<file path="config.mk">
export PLATFORM = sky130hd
export DESIGN_NAME = modmul_iter
export DESIGN_NICKNAME = d
export VERILOG_FILES = /design/src/rtl/modmul_iter_pkg.sv /design/src/rtl/modmul_iter_chk.sv /design/src/rtl/mul_step.sv /design/src/rtl/modmul_iter.sv
export SDC_FILE = /design/constraint.sdc
export NUM_CORES = 1
export LEC_CHECK = 0
export CORE_MARGIN = 5
export CORE_UTILIZATION = 45
export CTS_BUF_LIST = sky130_fd_sc_hd__clkbuf_4 sky130_fd_sc_hd__clkbuf_8 sky130_fd_sc_hd__clkbuf_16
export DETAILED_ROUTE_END_ITERATION = 8
export PLACE_DENSITY = 0.79
export SKIP_LAST_GASP = 1
export SYNTH_ARGS = -nofsm -noshare
export SYNTH_HDL_FRONTEND = slang
export SYNTH_SLANG_ARGS = --single-unit
</file>
<file path="constraint.sdc">
create_clock -name clk -period 4.5 [get_ports clk]
set_input_delay 0.9 -clock clk [delete_from_list [all_inputs] [get_ports clk]]
set_output_delay 0.9 -clock clk [all_outputs]
set_load 0.05 [all_outputs]
</file>
<file path="src/rtl/modmul_iter_pkg.sv">
// -----------------------------------------------------------------------------
// modmul_iter_pkg
//   Shared constants for the iterative modular-multiplier slice.
//   - Default operand width and modulus for the NTT datapath.
//   - FSM state encoding used by modmul_iter. These are plain localparams
//     because legacy control logic decodes the raw 2-bit value.
//   - Default product width (two operand widths).
// -----------------------------------------------------------------------------
package modmul_iter_pkg;

    // Default residue width and modulus (Q = 2^16 + 1).
    localparam int LOGQ_DEF = 17;
    localparam int Q_DEF    = 65537;
    localparam int TAGW_DEF = 8;

    // Full, unreduced product width for the default operand width.
    localparam int PW_DEF   = 2 * LOGQ_DEF;

    // FSM state encoding.
    localparam logic [1:0] ST_IDLE = 2'd0;
    localparam logic [1:0] ST_RUN  = 2'd1;
    localparam logic [1:0] ST_DONE = 2'd2;

endpackage : modmul_iter_pkg

</file>
<file path="src/rtl/modmul_iter_chk.sv">
// -----------------------------------------------------------------------------
// modmul_iter_chk
//   Simulation-only property checker for modmul_iter.
//   Ports:
//     clk, rst - clock and asynchronous active-high reset of the checked block
//     accept   - operand handshake (in_valid && in_ready) of the checked block
//     a, b     - operands presented with the handshake
//   Flags any accepted operand that is not a reduced residue (>= Q). The block
//   still multiplies such operands exactly; the flag exists because the
//   downstream reduction stage assumes reduced inputs.
// -----------------------------------------------------------------------------
module modmul_iter_chk #(
    parameter int LOGQ = 17,
    parameter int Q    = 65537
) (
    input logic            clk,
    input logic            rst,
    input logic            accept,
    input logic [LOGQ-1:0] a,
    input logic [LOGQ-1:0] b
);

    // Q widened by one bit so a full LOGQ-bit operand compares cleanly.
    localparam logic [LOGQ:0] Q_EXT = (LOGQ + 1)'(Q);

    // Operands must be reduced residues at the acceptance edge.
    a_operand_residue : assert property (
        @(posedge clk) disable iff (rst)
        accept |-> (({1'b0, a} < Q_EXT) && ({1'b0, b} < Q_EXT))
    );

endmodule : modmul_iter_chk

</file>
<file path="src/rtl/mul_step.sv">
// -----------------------------------------------------------------------------
// mul_step
//   One combinational radix-2 shift-add iteration.
//   Ports:
//     acc        - running partial product (PW bits)
//     mcand      - multiplicand, already shifted to the current bit weight
//     mplier     - remaining multiplier bits; bit 0 is the bit consumed now
//     acc_nxt    - acc + mcand when mplier[0] is set, else acc
//     mcand_nxt  - mcand shifted left by one (next bit weight)
//     mplier_nxt - mplier shifted right by one (exposes the next bit)
// -----------------------------------------------------------------------------
module mul_step #(
    parameter int LOGQ = 17,
    parameter int PW   = 2 * LOGQ
) (
    input  logic [PW-1:0]   acc,
    input  logic [PW-1:0]   mcand,
    input  logic [LOGQ-1:0] mplier,
    output logic [PW-1:0]   acc_nxt,
    output logic [PW-1:0]   mcand_nxt,
    output logic [LOGQ-1:0] mplier_nxt
);

    // Conditional add of the current partial product plus operand shifts.
    // The accumulator cannot overflow: the sum of LOGQ shifted LOGQ-bit
    // terms always fits in 2*LOGQ bits.
    always_comb begin
        acc_nxt    = acc;
        mcand_nxt  = {mcand[PW-2:0], 1'b0};
        mplier_nxt = {1'b0, mplier[LOGQ-1:1]};
        if (mplier[0]) begin
            acc_nxt = acc + mcand;
        end else begin
            acc_nxt = acc;
        end
    end

endmodule : mul_step

</file>
<file path="src/rtl/modmul_iter.sv">
// -----------------------------------------------------------------------------
// modmul_iter
//   Iterative radix-2 shift-add multiplier producing the exact 2*LOGQ-bit
//   product of two LOGQ-bit residues. Fixed latency, no early exit: every
//   operation spends exactly LOGQ cycles in RUN so that butterfly control can
//   schedule around it. An opaque tag travels with each operation.
//
//   Ports:
//     clk       - rising-edge clock
//     rst       - asynchronous active-high reset
//     in_valid  - operand pair and tag valid
//     in_ready  - block idle and able to accept an operation
//     a, b      - multiplicand / multiplier (residues < Q)
//     in_tag    - opaque tag captured with the operands
//     out_valid - product valid (held until out_ready)
//     out_ready - downstream reduction stage accepts the product
//     p         - a*b, exact, unreduced (2*LOGQ bits)
//     out_tag   - tag captured with the operands
//
//   Timing: acceptance edge E0 -> out_valid high after edge E0+LOGQ.
//   The DONE->IDLE handoff takes one edge, so back-to-back operations are
//   spaced LOGQ+2 cycles apart.
// -----------------------------------------------------------------------------
module modmul_iter
    import modmul_iter_pkg::*;
#(
    parameter int LOGQ = LOGQ_DEF,
    parameter int Q    = Q_DEF,
    parameter int TAGW = TAGW_DEF
) (
    input  logic              clk,
    input  logic              rst,
    input  logic              in_valid,
    output logic              in_ready,
    input  logic [LOGQ-1:0]   a,
    input  logic [LOGQ-1:0]   b,
    input  logic [TAGW-1:0]   in_tag,
    output logic              out_valid,
    input  logic              out_ready,
    output logic [2*LOGQ-1:0] p,
    output logic [TAGW-1:0]   out_tag
);

    localparam int PW = 2 * LOGQ;
    localparam int CW = $clog2(LOGQ) + 1;
    // Count value during which the final iteration executes.
    localparam logic [CW-1:0] LAST_CNT = CW'(LOGQ - 1);

    logic [1:0]      state_r;
    logic [1:0]      state_nxt_s;
    logic [PW-1:0]   acc_r;
    logic [PW-1:0]   mcand_r;
    logic [LOGQ-1:0] mplier_r;
    logic [CW-1:0]   count_r;
    logic [TAGW-1:0] tag_r;
    logic            in_ready_r;
    logic            out_valid_r;

    logic [PW-1:0]   step_acc_s;
    logic [PW-1:0]   step_mcand_s;
    logic [LOGQ-1:0] step_mplier_s;
    logic            accept_s;
    logic            xfer_s;
    logic            last_s;

    assign accept_s = in_valid && in_ready_r;
    assign xfer_s   = out_valid_r && out_ready;
    assign last_s   = (count_r == LAST_CNT);

    // Outputs come straight from registers. The handshake flags are kept as
    // registered copies of the state decode, so they remain a pure function
    // of state without any combinational path from the inputs.
    assign in_ready  = in_ready_r;
    assign out_valid = out_valid_r;
    assign p         = acc_r;
    assign out_tag   = tag_r;

    // Single shift-add iteration on the current datapath registers.
    mul_step #(
        .LOGQ (LOGQ),
        .PW   (PW)
    ) u_mul_step (
        .acc        (acc_r),
        .mcand      (mcand_r),
        .mplier     (mplier_r),
        .acc_nxt    (step_acc_s),
        .mcand_nxt  (step_mcand_s),
        .mplier_nxt (step_mplier_s)
    );

    // Next-state logic for the IDLE -> RUN -> DONE -> IDLE sequence.
    always_comb begin
        state_nxt_s = state_r;
        case (state_r)
            ST_IDLE: begin
                if (accept_s) begin
                    state_nxt_s = ST_RUN;
                end else begin
                    state_nxt_s = ST_IDLE;
                end
            end
            ST_RUN: begin
                if (last_s) begin
                    state_nxt_s = ST_DONE;
                end else begin
                    state_nxt_s = ST_RUN;
                end
            end
            ST_DONE: begin
                if (xfer_s) begin
                    state_nxt_s = ST_IDLE;
                end else begin
                    state_nxt_s = ST_DONE;
                end
            end
            default: begin
                // Unreachable encoding: recover to the safe idle state.
                state_nxt_s = ST_IDLE;
            end
        endcase
    end

    // State register and registered handshake flags.
    always_ff @(posedge clk or posedge rst) begin
        if (rst) begin
            state_r     <= ST_IDLE;
            in_ready_r  <= 1'b1;
            out_valid_r <= 1'b0;
        end else begin
            state_r     <= state_nxt_s;
            in_ready_r  <= (state_nxt_s == ST_IDLE);
            out_valid_r <= (state_nxt_s == ST_DONE);
        end
    end

    // Datapath: operand capture on acceptance, one iteration per RUN cycle,
    // hold everything in DONE so p and out_tag stay stable under backpressure.
    always_ff @(posedge clk or posedge rst) begin
        if (rst) begin
            acc_r    <= {PW{1'b0}};
            mcand_r  <= {PW{1'b0}};
            mplier_r <= {LOGQ{1'b0}};
            count_r  <= {CW{1'b0}};
            tag_r    <= {TAGW{1'b0}};
        end else begin
            case (state_r)
                ST_IDLE: begin
                    if (accept_s) begin
                        acc_r    <= {PW{1'b0}};
                        mcand_r  <= {{(PW - LOGQ){1'b0}}, a};
                        mplier_r <= b;
                        count_r  <= {CW{1'b0}};
                        tag_r    <= in_tag;
                    end
                end
                ST_RUN: begin
                    acc_r    <= step_acc_s;
                    mcand_r  <= step_mcand_s;
                    mplier_r <= step_mplier_s;
                    count_r  <= count_r + {{(CW - 1){1'b0}}, 1'b1};
                end
                ST_DONE: begin
                    // Hold result and tag until the downstream transfer.
                end
                default: begin
                    // Unreachable encoding: datapath holds; FSM recovers.
                end
            endcase
        end
    end

    // Simulation-only residue-range check at acceptance.
    modmul_iter_chk #(
        .LOGQ (LOGQ),
        .Q    (Q)
    ) u_chk (
        .clk    (clk),
        .rst    (rst),
        .accept (accept_s),
        .a      (a),
        .b      (b)
    );

endmodule : modmul_iter

</file>
==> impl_results.md <==
* Status: completed
* Synth cell types at 53
* Worst Path Class, Setup: flop to flop
* Sequential-to-total area share from yosys stat at between 40% and 50%
* Initial DRT Pass Iterations at 5
* Final period util at 67.48%
* Largest net degree at the start of global routing at 70
* IO buf count at between 80 and 90
* Synth top cells by count: 124 x nand2_1, 102 x dfrtp_1, 77 x nor2_1
* Hold_buf cts at 0
* Area contributors post-synth: dfrtp_1 45%, nand2_1 8.1%, ha_1 7.6%, o21ai_0 6.0%, nor2_1 5.0%
* Final Hold Viols at 0
* Core Area at 0.01257 sq mm
* Placed insts at approximately 900
* Clk_lat worst skew at between 300 and 400 ps
* Vias/cell at about 5.5
* Syn Area/Cell at 8.664 sq um
* Hold Crit Class: flop to flop
* Cell repeated most along the worst path: o21ai_1
* Main synth FF type: dfrtp_1
* Max-cap violations at 0
* GR Util All Layers at 19.91%
* HP Start: out_tag[2]
* # IOs at 90
* Critical path peak fanout at 3
* Slew @ Worst Pin at 955.4 ps
* Fin. max-slew vios at 0
* Area Overhead vs Synth at 23.38%
* CP max stage delay at 530 ps
* Antenna Cells at 0
* Starting density of the core at between 40% and 50%
* Drt total wl at 14,020 um
* Min Hold Slack at 473.5 ps
* First-pass GRT wire length at ~24,000 um
* Setup_tns at 0 ps
* Mapped Nets at ~740
* FF/Latch Area at around 0.0026 sq mm
* Cell Area, Synth at roughly 0.0057 sq mm
* CTS H-tree lvls at 3
* CTS Root Cell: clkbuf_16
* Initial antenna violation count at 0
* Fillers at 1,100
* Worst path arrival time at 3300 ps
* Clock Tree Buf Depth at 2
* Post-Layout Cell Count at approximately 910
* Multi-input gate area at 0.002992 sq mm
* Critical Path RT at around 4800 ps
* Area leader, netlist: dfrtp_1
* # setup viols final at 0
* Final clock skew at approximately 6.5 ps
* Slew headroom at 36.15%
* TritonCTS clock tree: done
* Grt total ovfl at 0
* Fraction of layout cells with a size suffix above 1 at under 10%
* Nets@finish at 818
* Detail Route Antenna Nets at 0
* Register bit total from synthesis at 103
* EDFF count, synth at 0
* # DRC at 0
* Worst R2R Start: p[0]
* Nature of the critical path startpoint: flop
* Crit path launch: p[0]
* Largest delay share family, worst path: compound AO/OA/AOI/OAI gates
* Final Util at 56.22%
* Iter 0 DRT Violations at around 360
* CTS-repair resized insts at 0
* Mapped Cells at 661
* Worst Path Buf+Inv at 1
* Sink Count at between 100 and 150
* Die extent in x at 122.8 um
* Clock edge transition at the registers on the reported setup and hold paths at roughly 60 ps
* Critical path endpoint category: flop
* Synthesis Warnings at 0
* RSZ-0062 raised after global routing: no
* Die area at roughly 0.015 sq mm
* TritonCTS Buffers at 9
* HPWL after DPL at slightly above 10,000 um
* Routability Congestion at 0.8878
* Post-CTS Setup Bufs at 0
* Die span in y at 122.8 um
* CP Cell Sequence: ha_1 -> inv_1 -> fa_1 -> nor2b_1 -> o31a_1 -> o21ai_1 -> o21ai_1 -> a311o_1 -> nand3_2 -> a31oi_2 -> or4b_1 -> a31oi_1
* Row count at between 40 and 50
* Peak Freq at 329.3 MHz
* Minimum clock period after layout at a little over 3000 ps
* Vias in the first global route at approximately 5k
* Share of synthesized flip-flops with an asynchronous set or reset at 100.0%
* DR vias at between 5k and 6k
* Count leader, synth: nand2_1
* Drt wl/cell at ~15 um
* CP max stage cell: or4b_1
* Share of the synthesized area in the top cell type at between 40% and 50%
[layout make-up]
class                      instances  share of cell area, %
clock buffer                      15                  4.091
inverter                          12                 0.6729
multi-input combinational        514                  42.34
sequential                       103                  36.50
tap                              172                  3.046
timing repair buffer              96                  13.35
[kinds of logic (layout without fill, tap and decap cells)]
| kind of cell | Yosys count | after routing | share of synthesized area (%) |
|---|---|---|---|
| AOI/OAI and AO/OA | 194 | 194 | 20.25 |
| xor gates and xnor gates | 28 | 28 | 4.282 |
| adders and majority gates | 36 | 36 | 7.997 |
| buffers and inverters | 44 | 123 | 2.906 |
| DFF | 103 | 103 | 45.03 |
| muxes | 3 | 3 | 0.5244 |
| and+or+nand+nor | 253 | 253 | 19.01 |
[per-stage QoR]
stage	instance area, sq um	setup WS [ps]
2_1_floorplan	5727	897.8
3_3_place_gp	6777	1531
3_5_place_dp	6777	1462
4_1_cts	7066	1467
5_1_grt	7066	1264
6_report	7066	1463
[worst register-to-register path: stages (launching register included)]
cell	delay (ps)
dfrtp_1	400
ha_1	220
inv_1	70
fa_1	180
nor2b_1	80
o31a_1	260
o21ai_1	250
o21ai_1	110
a311o_1	430
nand3_2	120
a31oi_2	130
or4b_1	530
a31oi_1	190
[per-layer routing]
layer  up-vias  wire, um  GRT usage [%]
met5         -         0              0
met4         0       243          7.418
met3        20       900          4.608
met2       135      6614          31.33
met1      2387      6265          26.86
li1       2477         -              -
[cells in the final DEF (no fill, tap or decap), types with 3 or more instances in the layout]
master           Yosys  routed
a21o_1              15      15
a21oi_1             38      38
a31oi_1              6       6
and3_1               5       5
and4_1               3       3
buf_4                0       7
clkbuf_16            0       9
clkbuf_4             0       3
clkbuf_8             0       3
clkdlybuf4s50_1      0      89
dfrtp_1            102     102
ha_1                35      35
inv_1               12      11
mux2i_1              3       3
nand2_1            124     124
nand2b_1             5       5
nand3_1              8       7
nand4_1              5       5
nor2_1              77      76
nor2b_1              7       6
nor3_1               6       6
o211ai_1             3       3
o21a_1               4       4
o21ai_0             69      69
o21bai_1             3       3
o22ai_1             32      32
o31ai_1              4       4
xnor2_1             14      14
xor2_1              14      14
[state kept, by name (all words and copies together), names as in the netlist]
name and cells:
count_r 6, mplier_r 17, out_tag 8, p 34, in_ready 1, state_r 2
out_valid 1, mcand_r 34
[final timing paths]
path / to / slack, ps / cells past startpoint
worst max register to register: p[32] / 1460 / 12
worst min-delay path: out_tag[2] / 470 / 2
max in group asynchronous: in_ready / 2560 / 3
worst max-delay path: p[32] / 1460 / 12
worst min register to register: out_tag[2] / 470 / 2
min in group asynchronous: p[19] / 1080 / 2
Power is left out: the tool's default activity adds up to more than one toggle a clock period on the data nets, which glitch-free logic cannot reach.
==> variant 1, RTL diff (same flow settings) <==
Change the package constant `LOGQ_DEF` from 17 to 34.
--- a/src/rtl/modmul_iter_pkg.sv
+++ b/src/rtl/modmul_iter_pkg.sv
@@ -10,5 +10,5 @@
 
     // Default residue width and modulus (Q = 2^16 + 1).
-    localparam int LOGQ_DEF = 17;
+    localparam int LOGQ_DEF = 34;
     localparam int Q_DEF    = 65537;
     localparam int TAGW_DEF = 8;
Interface: changed (resized a, b and p); port bits go from 90 to 158. The function was not compared with the original's and may differ.
==> variant 1 against the unedited design <==
- non-clock buffer count up 72
- cell area up 97%
- routed wire length up 130%
- worst setup slack worse by 710 ps
- sequential cell count up 86
- synthesized area up 100%
- via count up 110%
- critical path type unchanged
==> variant 1: results <==
set metrics [dict create \
    status "finished, final reports clean" \
    arrival_ps 4050 \
    critPathMaxFanout 5 \
    worst_path_largest_cell_delay_ps 730 \
    placedCellCount 1779 \
    drtIter0Drc 795 \
    gp_congestion 0.933 \
    grt_use_total_pct 21.8 \
    reg2reg_slack_ps 750 \
    r2r_cells 11 \
    num_vias 10500 \
    routedWlPerCell_um 17.4 \
    use_met3_pct 4.87 \
    yosys.area_share.adder_pct 7.69 \
    min_from "mplier_r[17]$_DFFE_PP0P_" \
    ys_types 72 \
    hold_path_class "reg2reg" \
    synthTopCellsByCount "nand2_1 (290), dfrtp_1 (188), o21ai_0 (141)" \
    clock_latency_ps 450 \
    drive_above_1_share_pct 4.79 \
    syn-num-nets 1511 \
    grtUsageMet1_pct 29.0 \
    tightest_slew_ps 1200 \
    wl_met3_mm 2.00 \
    hpwl_mm 22.5 \
    r2r_start "p[3]$_DFFE_PP0P_" \
    ctsHtreeMaxLevel 4 \
    fin_nets 1618 \
    yosysSeqAreaShare_pct 41.2 \
    cts_buffers 17 \
    dr_wl_met2_mm 15.0 \
    synth_compound_area_share_pct 24.1 \
    io_buffers 157 \
    synth-xor-area-share_pct 4.42 \
    post_dp_cell_area_um2 13200 \
    grt_max_degree 107 \
    via_per_inst 5.82 \
    critPathSlowestCell "o31ai_1" \
    grt_pass1_wl_mm 52.2 \
    ys_warn_count 0 \
    rr_endpoint "p[61]$_DFFE_PP0P_" \
    min_to "mplier_r[17]$_DFFE_PP0P_" \
    hold-worst-slack_ps 482 \
    cts.root.buffer_cell "clkbuf_16" \
    use_met2_pct 36.0 \
    post-cts-setup-buffer-count 0 \
    synthTopCellsByArea "dfrtp_1 (41%), nand2_1 (9.5%), ha_1 (7.5%)" \
    muxShareOfSynthArea_pct 0.261 \
    fin_worst_skew_ps 23.5 \
    gr-max-usage-layer "met2" \
    synthCells 1361 \
    clk_pin_slew_ps 100 \
    wl_met1_mm 13.9 \
    place_ws_ps 773 \
]
variant 1: cell types whose count changed after synthesis, moves of 20 or more:
cell      before  now
nand3_1        8   28
a21oi_1       38   86
dfrtp_1      102  188
clkbuf_1      24   66
ha_1          35   69
o21ai_0       69  141
nor2_1        77  110
nand2_1      124  290
a21o_1        15   46
a22oi_1        1   36
variant 1: layout make-up:
class                           instances  area, um^2
Clock buffer                           17         425
Multi-Input combinational cell       1073        6350
Tap cell                              330         413
Fill cell                            2247       11300
Timing Repair Buffer                  168        1680
Inverter                               19        75.1
Sequential cell                       189        4730
Clock inverter                         15         234
variant 1: where the power goes:
part	total, mW	internal [mW]	switching (mW)
Clock	1.66	0.798	0.862
Sequential	3.11	2.45	0.661
Combinational	7.56	2.76	4.79
variant 1: cells by family (layout without fill, tap and decap cells):
kind of cell,count (synthesis),after routing
compound gates,440,440
xor+xnor,58,58
fa+ha+maj,70,70
buf+inv,99,219
flops,189,189
mux,3,3
simple gates,502,502
variant 1: how the worst max path moves through the flow:
stage / start / end / cells after the start / slack [ps]
floorplan: p[0]$_DFFE_PP0P_ / p[60]$_DFFE_PP0P_ / 12 / 1040
global placement: p[0]$_DFFE_PP0P_ / p[62]$_DFFE_PP0P_ / 12 / 900
detailed placement: p[0]$_DFFE_PP0P_ / p[66]$_DFFE_PP0P_ / 12 / 770
CTS: p[0]$_DFFE_PP0P_ / p[66]$_DFFE_PP0P_ / 12 / 740
global route: p[0]$_DFFE_PP0P_ / p[60]$_DFFE_PP0P_ / 12 / 450
finish: p[3]$_DFFE_PP0P_ / p[61]$_DFFE_PP0P_ / 11 / 750
variant 1: critical path, delay by kind of cell (launching register included):
family	cells	cell delay, ps
adders and majority gates	1	370
muxes	1	230
DFF	1	420
AOI/OAI and AO/OA	9	2580
==> variant 2, RTL diff (same settings) <==
Made on the original files. Reset style: synchronous (`rst`), changed in 2 clocked blocks. Comments in the files are not updated.
--- a/src/rtl/modmul_iter.sv
+++ b/src/rtl/modmul_iter.sv
@@ -122,5 +122,5 @@
 
     // State register and registered handshake flags.
-    always_ff @(posedge clk or posedge rst) begin
+    always_ff @(posedge clk) begin
         if (rst) begin
             state_r     <= ST_IDLE;
@@ -136,5 +136,5 @@
     // Datapath: operand capture on acceptance, one iteration per RUN cycle,
     // hold everything in DONE so p and out_tag stay stable under backpressure.
-    always_ff @(posedge clk or posedge rst) begin
+    always_ff @(posedge clk) begin
         if (rst) begin
             acc_r    <= {PW{1'b0}};
Check against the original RTL: differs if rst is asserted again (counterexample within 4 cycles, from zero or initial values and one cycle with rst high); with rst held inactive, the same outputs for 4 cycles.
==> variant 2 against the unedited design <==
- synthesized area down 3.3%
- count of clock-buffer cells in the layout fell by 6
- worst hold slack worse by 16 ps
- core utilization is 0.22 points higher
- cell area is 3.6% lower
- worst setup slack improved by 70 ps
- via count increased by 1.4%
- sequential cell count unchanged
- routed wire length down 2.1%
==> variant 2: results <==
set metrics [dict create \
    synthTopCellsByCount "dfxtp_1 (103), nor2_1 (100), a21oi_1 (72)" \
    post_dp_cell_area_um2 6530 \
    cts_resized 0 \
    fin_nets 835 \
    drive_above_1_share_pct 6.73 \
    cts.root.buffer_cell "clkbuf_16" \
    reg2reg_slack_ps 1530 \
    hpwl_mm 9.96 \
    tightest_slew_ps 1090 \
    use_met3_pct 2.52 \
    clockBufferDepth 2 \
    critPathMaxFanout 5 \
    grt-ovfl-total 0 \
    fin_worst_skew_ps 4.89 \
    ctsHtreeMaxLevel 3 \
    arrival_ps 3200 \
    p_int_mw 1.49 \
    via_per_inst 5.50 \
    gp_congestion 0.949 \
    use_met2_pct 32.3 \
    holdPathStages 2 \
    min_from "out_tag[6]$_SDFFE_PP0P_" \
    cts_buffers 9 \
    synthTopCellsByArea "dfxtp_1 (37%), ha_1 (7.9%), nor2_1 (6.8%)" \
    synth_ff_type "dfxtp_1" \
    post-cts-setup-buffer-count 0 \
    syn-num-nets 770 \
    min_to "out_tag[6]$_SDFFE_PP0P_" \
    vdd_ir_drop_max_mv 0.202 \
    grt_use_total_pct 18.7 \
    grt_pass1_wl_mm 23.1 \
    status "finished, final reports clean" \
    yosysSeqAreaShare_pct 37.2 \
    grt_max_degree 63 \
    grt_antenna_before_repair 0 \
    yosys.cell_count.top_type "dfxtp_1" \
    drtIter0Drc 247 \
    async_reset_ff_share_pct 0 \
    clock_latency_ps 340 \
    synthCells 688 \
    stdcell_count 926 \
    wirelength_mm 13.7 \
    placedCellCount 910 \
    r2r_start "p[0]$_SDFFE_PP0P_" \
    grtUsageMet1_pct 24.1 \
    num_antenna_cells 0 \
    ys_types 65 \
    grt_pass1_vias 4963 \
    r2r_cells 12 \
    drc 0 \
    firstDrtPassIters 4 \
    start_kind "flop" \
    cp-endpoint "p[32]$_SDFFE_PP0P_" \
]
variant 2: cell types whose count changed after synthesis, sizes merged, moves of 18 or more:
cell and delta:
a21oi +34, a22o +18, dfrtp -102, dfxtp +103, nand2 -65, nand3 +26
nor2 +23, nor3 +33, o21ai -19, o22ai -30
variant 2: through the flow:
stage	hold WS (ps)	worst slack [ps]	total power [mW]
3_3_place_gp	443	1380	1.39
6_report	457	1530	2.13
5_1_grt	481	1340	2.23
2_1_floorplan	445	1490	1.28
3_5_place_dp	449	1330	1.40
4_1_cts	459	1530	2.14
variant 2: layout make-up:
| cell class | count | area, um^2 |
|---|---|---|
| well taps | 168 | 210 |
| flip-flops and latches | 103 | 2060 |
| repair buffers | 96 | 938 |
| clock buffers | 9 | 225 |
| multi-input cells | 530 | 3270 |
| inverters | 13 | 48.8 |
| fillers | 1092 | 5250 |
| clock inverters | 7 | 55.1 |
variant 2: critical path, stage by stage, from the launching register on:
cell and delay (ps):
dfxtp_1 370, ha_1 180, inv_1 60, fa_1 420
nor2b_4 150, o31a_1 210, o22ai_4 130, o31ai_4 370
a31oi_2 210, a31oi_1 310, a221oi_2 110, xnor2_1 130
a22o_1 200
variant 2: power by group through the flow:
| stage | Combinational (mW) | Sequential, mW | Clock, mW |
|---|---|---|---|
| 5_1_grt | 0.424 | 1.01 | 0.797 |
| 6_report | 0.380 | 1.00 | 0.751 |
| 2_1_floorplan | 0.236 | 1.05 | 0 |
| 3_5_place_dp | 0.378 | 1.02 | 0 |
| 3_3_place_gp | 0.368 | 1.02 | 0 |
| 4_1_cts | 0.379 | 1.00 | 0.758 |
variant 2: per-layer routing:
| layer | wire length [um] | share of wire (%) | vias up |
|---|---|---|---|
| met5 | 0 | 0 | - |
| met4 | 203 | 1.5 | 0 |
| met3 | 483 | 3.5 | 16 |
| met2 | 6690 | 49 | 96 |
| met1 | 6360 | 46 | 2405 |
| li1 | - | - | 2572 |
variant 2: kinds of logic after synthesis:
| family | after synthesis | share of synthesized area (%) |
|---|---|---|
| xor+xnor | 28 | 4.43 |
| simple gates | 261 | 21.3 |
| mux | 1 | 0.203 |
| fa+ha+maj | 36 | 8.27 |
| flops | 103 | 37.2 |
| buf+inv | 55 | 3.89 |
| compound gates | 204 | 24.7 |
